### config.mk
export PLATFORM = sky130hd
export DESIGN_NAME = seg7_scan_decoder_flat
export DESIGN_NICKNAME = d
export VERILOG_FILES = /design/src/rtl/seg7_scan_decoder_if.sv /design/src/rtl/seg7_scan_decoder.sv /design/src/flat_wrapper.sv
export SDC_FILE = /design/constraint.sdc
export NUM_CORES = 1
export LEC_CHECK = 0
export ABC_AREA = 1
export CAP_MARGIN = 20
export CORE_ASPECT_RATIO = 0.6
export CORE_UTILIZATION = 58
export CTS_BUF_LIST = sky130_fd_sc_hd__clkbuf_4 sky130_fd_sc_hd__clkbuf_8 sky130_fd_sc_hd__clkbuf_16
export DETAILED_ROUTE_END_ITERATION = 7
export PLACE_DENSITY = 0.8
export REMOVE_ABC_BUFFERS = 1
export SYNTH_ARGS = -nofsm -noshare
export SYNTH_HDL_FRONTEND = slang
export SYNTH_SLANG_ARGS = --single-unit
export TNS_END_PERCENT = 10
### constraint.sdc
create_clock -name i_w_clk -period 2.7 [get_ports i_w_clk]
set_input_delay 0.81 -clock i_w_clk [delete_from_list [all_inputs] [get_ports i_w_clk]]
set_output_delay 0.81 -clock i_w_clk [all_outputs]
set_load 0.01 [all_outputs]
### src/rtl/seg7_scan_decoder_if.sv
// Scanned 7-segment display bus into the decoder and decoded frame results out of it.
interface seg7_scan_decoder_if;
  logic        i_w_AN0, i_w_AN1, i_w_AN2, i_w_AN3;
  logic        i_w_CA, i_w_CB, i_w_CC, i_w_CD, i_w_CE, i_w_CF, i_w_CG;
  logic        i_w_DP;
  logic [15:0] o_r_value;
  logic [3:0]  o_r_dp;
  logic        o_r_valid;
  logic        o_r_err;
  logic        o_r_timeout;

  modport slave (
    input  i_w_AN0, i_w_AN1, i_w_AN2, i_w_AN3,
    input  i_w_CA, i_w_CB, i_w_CC, i_w_CD, i_w_CE, i_w_CF, i_w_CG,
    input  i_w_DP,
    output o_r_value, o_r_dp, o_r_valid, o_r_err, o_r_timeout
  );

  modport master (
    output i_w_AN0, i_w_AN1, i_w_AN2, i_w_AN3,
    output i_w_CA, i_w_CB, i_w_CC, i_w_CD, i_w_CE, i_w_CF, i_w_CG,
    output i_w_DP,
    input  o_r_value, o_r_dp, o_r_valid, o_r_err, o_r_timeout
  );
endinterface

### src/rtl/seg7_scan_decoder.sv
// Recovers a 4-digit hex value from a multiplexed, active-low 7-segment display scan.
// Define SEG7_SCAN_DECODER_DP_EN to capture per-digit decimal points.
module seg7_scan_decoder #(
  parameter int unsigned STABLE_CYCLES  = 4,
  parameter int unsigned TIMEOUT_CYCLES = 1024
) (
  input  logic               i_w_clk,
  input  logic               i_w_reset,
  seg7_scan_decoder_if.slave bus
);

  localparam int unsigned VEC_W = 12;
  localparam int unsigned CNT_W = 8;
  localparam int unsigned TO_W  = 16;

  logic [VEC_W-1:0] raw_c, sync1, sync2, prev;
  logic [CNT_W-1:0] stab_cnt;
  logic [TO_W-1:0]  to_cnt;
  logic [15:0]      digits;
  logic [3:0]       mask;
  logic             err;
  logic             dp_in_c;
  logic [3:0]       an_c;
  logic [1:0]       idx_c;
  logic             active_c, same_c, capture_c, complete_c, timeout_c, clear_c;
  logic [4:0]       dec_c;

`ifdef SEG7_SCAN_DECODER_DP_EN
  logic [3:0] dps;
  assign dp_in_c = bus.i_w_DP;
`else
  logic unused_dp;
  assign unused_dp = bus.i_w_DP;
  assign dp_in_c   = 1'b1;
`endif

  assign raw_c = {bus.i_w_AN3, bus.i_w_AN2, bus.i_w_AN1, bus.i_w_AN0,
                  bus.i_w_CG, bus.i_w_CF, bus.i_w_CE, bus.i_w_CD,
                  bus.i_w_CC, bus.i_w_CB, bus.i_w_CA, dp_in_c};

  // Returns {decodable, nibble} for an active-low {g..a} pattern.
  function automatic logic [4:0] decode(input logic [6:0] s);
    case (s)
      7'b1000000: decode = 5'h10;
      7'b1111001: decode = 5'h11;
      7'b0100100: decode = 5'h12;
      7'b0110000: decode = 5'h13;
      7'b0011001: decode = 5'h14;
      7'b0010010: decode = 5'h15;
      7'b0000010: decode = 5'h16;
      7'b1111000: decode = 5'h17;
      7'b0000000: decode = 5'h18;
      7'b0010000: decode = 5'h19;
      7'b0001000: decode = 5'h1A;
      7'b0000011: decode = 5'h1B;
      7'b1000110: decode = 5'h1C;
      7'b0100001: decode = 5'h1D;
      7'b0000110: decode = 5'h1E;
      7'b0001110: decode = 5'h1F;
      default:    decode = 5'h00;
    endcase
  endfunction

  always_comb begin
    active_c = 1'b0;
    idx_c    = 2'd0;
    an_c     = sync2[11:8];
    case (an_c)
      4'b1110: begin active_c = 1'b1; idx_c = 2'd0; end
      4'b1101: begin active_c = 1'b1; idx_c = 2'd1; end
      4'b1011: begin active_c = 1'b1; idx_c = 2'd2; end
      4'b0111: begin active_c = 1'b1; idx_c = 2'd3; end
      default: begin active_c = 1'b0; idx_c = 2'd0; end
    endcase
  end

  assign same_c     = (sync2 == prev);
  // Fires once per dwell: the cycle the run of identical samples reaches STABLE_CYCLES.
  assign capture_c  = active_c && same_c && (stab_cnt == CNT_W'(STABLE_CYCLES - 1));
  assign dec_c      = decode(sync2[7:1]);
  assign complete_c = (mask == 4'hF);
  assign timeout_c  = !complete_c && (mask != 4'h0) && (to_cnt == TO_W'(TIMEOUT_CYCLES));
  assign clear_c    = complete_c || timeout_c;

  // Synchronizers and stability tracking.
  always_ff @(posedge i_w_clk or negedge i_w_reset) begin
    if (!i_w_reset) begin
      sync1    <= '1;
      sync2    <= '1;
      prev     <= '1;
      stab_cnt <= '0;
    end else begin
      sync1 <= raw_c;
      sync2 <= sync1;
      prev  <= sync2;
      if (!active_c || !same_c)
        stab_cnt <= '0;
      else if (stab_cnt != '1)
        stab_cnt <= stab_cnt + CNT_W'(1);
    end
  end

  // Frame assembly, timeout and registered results; a capture coinciding with a
  // completion or timeout starts the next frame.
  always_ff @(posedge i_w_clk or negedge i_w_reset) begin
    if (!i_w_reset) begin
      digits      <= '0;
      mask        <= '0;
      err         <= 1'b0;
      to_cnt      <= '0;
      bus.o_r_value   <= '0;
      bus.o_r_dp      <= '0;
      bus.o_r_valid   <= 1'b0;
      bus.o_r_err     <= 1'b0;
      bus.o_r_timeout <= 1'b0;
`ifdef SEG7_SCAN_DECODER_DP_EN
      dps         <= '0;
`endif
    end else begin
      mask <= (clear_c ? 4'h0 : mask) | (capture_c ? (4'b0001 << idx_c) : 4'h0);
      err  <= (clear_c ? 1'b0 : err) | (capture_c && !dec_c[4]);
      if (clear_c || mask == 4'h0)
        to_cnt <= '0;
      else
        to_cnt <= to_cnt + TO_W'(1);
      if (capture_c) begin
        digits[{idx_c, 2'b00} +: 4] <= dec_c[3:0];
`ifdef SEG7_SCAN_DECODER_DP_EN
        dps[idx_c] <= ~sync2[0];
`endif
      end
      bus.o_r_valid   <= complete_c;
      bus.o_r_timeout <= timeout_c;
      if (complete_c) begin
        bus.o_r_value <= digits;
        bus.o_r_err   <= err;
`ifdef SEG7_SCAN_DECODER_DP_EN
        bus.o_r_dp    <= dps;
`else
        bus.o_r_dp    <= 4'h0;
`endif
      end
    end
  end

endmodule

### src/flat_wrapper.sv
// flat-port wrapper written by rule: the top's interface ports become plain ports
module seg7_scan_decoder_flat 
#(
  parameter int unsigned STABLE_CYCLES  = 4,
  parameter int unsigned TIMEOUT_CYCLES = 1024
)
  (i_w_clk, i_w_reset, bus_i_w_AN0, bus_i_w_AN1, bus_i_w_AN2, bus_i_w_AN3, bus_i_w_CA, bus_i_w_CB, bus_i_w_CC, bus_i_w_CD, bus_i_w_CE, bus_i_w_CF, bus_i_w_CG, bus_i_w_DP, bus_o_r_value, bus_o_r_dp, bus_o_r_valid, bus_o_r_err, bus_o_r_timeout);
  seg7_scan_decoder_if bus_i ();
  input  logic i_w_clk;
  input  logic i_w_reset;
  input wire logic [$bits(bus_i.i_w_AN0)-1:0] bus_i_w_AN0;
  input wire logic [$bits(bus_i.i_w_AN1)-1:0] bus_i_w_AN1;
  input wire logic [$bits(bus_i.i_w_AN2)-1:0] bus_i_w_AN2;
  input wire logic [$bits(bus_i.i_w_AN3)-1:0] bus_i_w_AN3;
  input wire logic [$bits(bus_i.i_w_CA)-1:0] bus_i_w_CA;
  input wire logic [$bits(bus_i.i_w_CB)-1:0] bus_i_w_CB;
  input wire logic [$bits(bus_i.i_w_CC)-1:0] bus_i_w_CC;
  input wire logic [$bits(bus_i.i_w_CD)-1:0] bus_i_w_CD;
  input wire logic [$bits(bus_i.i_w_CE)-1:0] bus_i_w_CE;
  input wire logic [$bits(bus_i.i_w_CF)-1:0] bus_i_w_CF;
  input wire logic [$bits(bus_i.i_w_CG)-1:0] bus_i_w_CG;
  input wire logic [$bits(bus_i.i_w_DP)-1:0] bus_i_w_DP;
  output wire logic [$bits(bus_i.o_r_value)-1:0] bus_o_r_value;
  output wire logic [$bits(bus_i.o_r_dp)-1:0] bus_o_r_dp;
  output wire logic [$bits(bus_i.o_r_valid)-1:0] bus_o_r_valid;
  output wire logic [$bits(bus_i.o_r_err)-1:0] bus_o_r_err;
  output wire logic [$bits(bus_i.o_r_timeout)-1:0] bus_o_r_timeout;
  assign bus_i.i_w_AN0 = bus_i_w_AN0;
  assign bus_i.i_w_AN1 = bus_i_w_AN1;
  assign bus_i.i_w_AN2 = bus_i_w_AN2;
  assign bus_i.i_w_AN3 = bus_i_w_AN3;
  assign bus_i.i_w_CA = bus_i_w_CA;
  assign bus_i.i_w_CB = bus_i_w_CB;
  assign bus_i.i_w_CC = bus_i_w_CC;
  assign bus_i.i_w_CD = bus_i_w_CD;
  assign bus_i.i_w_CE = bus_i_w_CE;
  assign bus_i.i_w_CF = bus_i_w_CF;
  assign bus_i.i_w_CG = bus_i_w_CG;
  assign bus_i.i_w_DP = bus_i_w_DP;
  assign bus_o_r_value = bus_i.o_r_value;
  assign bus_o_r_dp = bus_i.o_r_dp;
  assign bus_o_r_valid = bus_i.o_r_valid;
  assign bus_o_r_err = bus_i.o_r_err;
  assign bus_o_r_timeout = bus_i.o_r_timeout;
  seg7_scan_decoder #(.STABLE_CYCLES(STABLE_CYCLES), .TIMEOUT_CYCLES(TIMEOUT_CYCLES)) u_core (.i_w_clk(i_w_clk), .i_w_reset(i_w_reset), .bus(bus_i));
endmodule
==> flow_metrics.env <==
export IMPL_status="finished clean"
export IMPL_fp_dieW_um=116
export IMPL_via_count=3547
export IMPL_power_frac_comb_pct=4.6
export IMPL_ios=37
export IMPL_drt_wirelength_per_cell_um=13.3
export IMPL_hp_class="reg -> reg"
export IMPL_p_sw_share_pct=20.9
export IMPL_drive_above_1_share_pct=13.1
export IMPL_p_switching_w=0.000635
export IMPL_ir_drop_mv=0.449
export IMPL_tns_ps=0
export IMPL_setup_viol=0
export IMPL_final_common_cell="nand2_1"
export IMPL_syn_area_per_cell_um2=8.66
export IMPL_leakage_nw=2.64
export IMPL_netlist_instances=520
export IMPL_nFillCells=590
export IMPL_maxSlewViolCount=0
export IMPL_cp_required_ps=2950
export IMPL_wirelength_um=8880
export IMPL_cts_root_buf="clkbuf_16"
export IMPL_path_max_fanout=8
export IMPL_grt_pass1_vias=3290
export IMPL_drc=0
export IMPL_place_ws_ps=660
export IMPL_antenna_found_initial=0
export IMPL_yosys_area_top_type="dfrtp_1"
export IMPL_synth_cell_type_count=33
export IMPL_grt_pass1_wl_um=15300
export IMPL_fp_row_count=24
export IMPL_htreeDepth=3
export IMPL_cts_hold_buf=0
export IMPL_first_pass_iters=5
export IMPL_synth_top_area_share_pct=35.6
export IMPL_clk_path_buf_depth=2
export IMPL_ys_warn_count=0
export IMPL_critPathCaptureType="register"
export IMPL_fin_cells=667
export IMPL_grt_overflow_total=0
export IMPL_skew_ps=9.51
export IMPL_core_area_mm2=0.00739
export IMPL_worst_ep_arrival_time_ps=2340
export IMPL_min_period_over_period_pct=77.5
export IMPL_hold_viol=0
export IMPL_grt_max_degree=56
export IMPL_clkPwrFrac_pct=45.4
export IMPL_tightestPinTransition_ps=540
export IMPL_final_cell_mix="nand2_1 (169), dfrtp_1 (64), nor2_1 (53)"
export IMPL_crit_type="reg -> reg"
export IMPL_gp_congestion=0.868
export IMPL_dp_cells=651
export IMPL_synthTopCellsByArea="dfrtp_1 (36%), dfstp_2 (19%), nand2_1 (14%)"
export IMPL_post_route_min_period_ps=2090
export IMPL_finalNetCount=580
export IMPL_initial_core_util_pct=61.0
export IMPL_powerDensity_mw_per_mm2=577
export IMPL_portBuffers=31
export IMPL_hpwlAfterDp_um=6340
export IMPL_synth_seq_cells=97
export IMPL_die_area_mm2=0.00813
export IMPL_fin_util_pct=71.3
export IMPL_intPower_w=0.00241
export IMPL_post_drt_via_cell_ratio=5.32
export IMPL_setup_ws_ps=608
export IMPL_critPathLaunchType="register"
export IMPL_rsz0062_at_grt="false"
export IMPL_drv_cap=0
export IMPL_grtUsageTotal_pct=24.9
export IMPL_ant_nets=0
export IMPL_seqPwrFrac_pct=49.9
export IMPL_antenna_cells=0
export IMPL_cts_setup_buffers=0
export IMPL_numClockSinks=97
export IMPL_yosysSeqAreaShare_pct=54.8
export IMPL_numCtsBuffers=9
export IMPL_cts_tree="yes"
export IMPL_die_y_um=70.3
export IMPL_syn_to_final_growth_pct=17.0
export IMPL_netlist_area_mm2=0.00450
export IMPL_path_clk_slew_ps=70
export IMPL_max_freq_ghz=0.478
export IMPL_clk_latency_ps=350
export IMPL_relSlewSlack_pct=64.0
export IMPL_drt_iter0_drc=318
export IMPL_ctsResizeCount=0
worst paths after layout:
check	startpoint	endpoint	slack (ps)	cells after the start
worst max-delay path	u_core.sync2[10]	u_core.digits[5]	610	9
worst min-delay path	u_core.sync1[4]	u_core.sync2[4]	350	0
worst max register to register	u_core.sync2[10]	u_core.digits[5]	610	9
worst min register to register	u_core.sync1[4]	u_core.sync2[4]	350	0
max in group asynchronous	i_w_reset	u_core.stab_cnt[4]	1590	2
min in group asynchronous	i_w_reset	u_core.bus.o_r_value[8]	440	1
metal layers:
layer	vias up	part of all wire, %	track usage [%]
met5	-	0	0
met4	0	1.5	9.97
met3	19	7.3	7.12
met2	145	43	34.9
met1	1651	49	36.4
li1	1732	-	-
power groups by stage:
stage / combinational, W / sequential (W) / clock (W)
2_1_floorplan: 0.0000753 / 0.00154 / 0
4_1_cts: 0.000142 / 0.00152 / 0.00142
6_report: 0.000141 / 0.00152 / 0.00138
3_5_place_dp: 0.000141 / 0.00154 / 0
5_1_grt: 0.000161 / 0.00152 / 0.00147
3_3_place_gp: 0.000137 / 0.00154 / 0
registers in the layout (all words and copies together), names as in the netlist:
signal,cells
u_core.mask,4
u_core.bus.o_r_err,1
u_core.bus.o_r_value,16
u_core.err,1
u_core.bus.o_r_valid,1
u_core.prev,11
u_core.bus.o_r_timeout,1
u_core.sync2,11
u_core.to_cnt,16
u_core.sync1,11
u_core.digits,16
u_core.stab_cnt,8
cells by family after synthesis:
logic type | Yosys count | share of synthesized area, %
AOI/OAI and AO/OA | 34 | 3.83
buffers and inverters | 68 | 6.11
other | 1 | 0.0833
DFF | 97 | 54.8
adders and majority gates | 8 | 2.22
and+or+nand+nor | 303 | 31.2
xor gates and xnor gates | 9 | 1.75
final cells by class:
| cell class | instances | area (µm²) | area share, % |
|---|---|---|---|
| Sequential cell | 97 | 2470 | 46.8 |
| Multi-Input combinational cell | 358 | 1770 | 33.6 |
| Timing Repair Buffer | 34 | 343 | 6.51 |
| Clock buffer | 13 | 297 | 5.63 |
| Inverter | 58 | 218 | 4.13 |
| Tap cell | 104 | 130 | 2.47 |
| Clock inverter | 3 | 43.8 | 0.831 |
synth_stat cells (all sizes together):
master / instances
nand2: 174
dfrtp: 64
inv: 57
nor2: 56
dfstp: 33
nand3: 29
nand4: 29
o21ai: 23
a21oi: 9
ha: 8
nor3: 7
buf: 6
xor2: 6
clkbuf: 4
nor4: 4
nor3b: 3
xnor2: 3
a31oi: 2
and3: 1
clkinv: 1
conb: 1
worst max-delay path: stages (launching register included):
cell	delay (ps)
dfstp_2	570
nand2_1	90
inv_1	90
nand3_1	80
nand2_1	100
inv_1	140
ha_1	390
inv_1	210
nand4_1	130
o21ai_0	200
metrics by stage:
step                power (W)  area [µm²]  hold WS (ps)
floorplan             0.00161        4460           345
global placement      0.00168        4930           346
detailed placement    0.00169        4930           347
CTS                   0.00308        5270           355
global route          0.00315        5270           358
finish                0.00304        5270           350
Note: power is estimated with default switching activity, not from simulation.
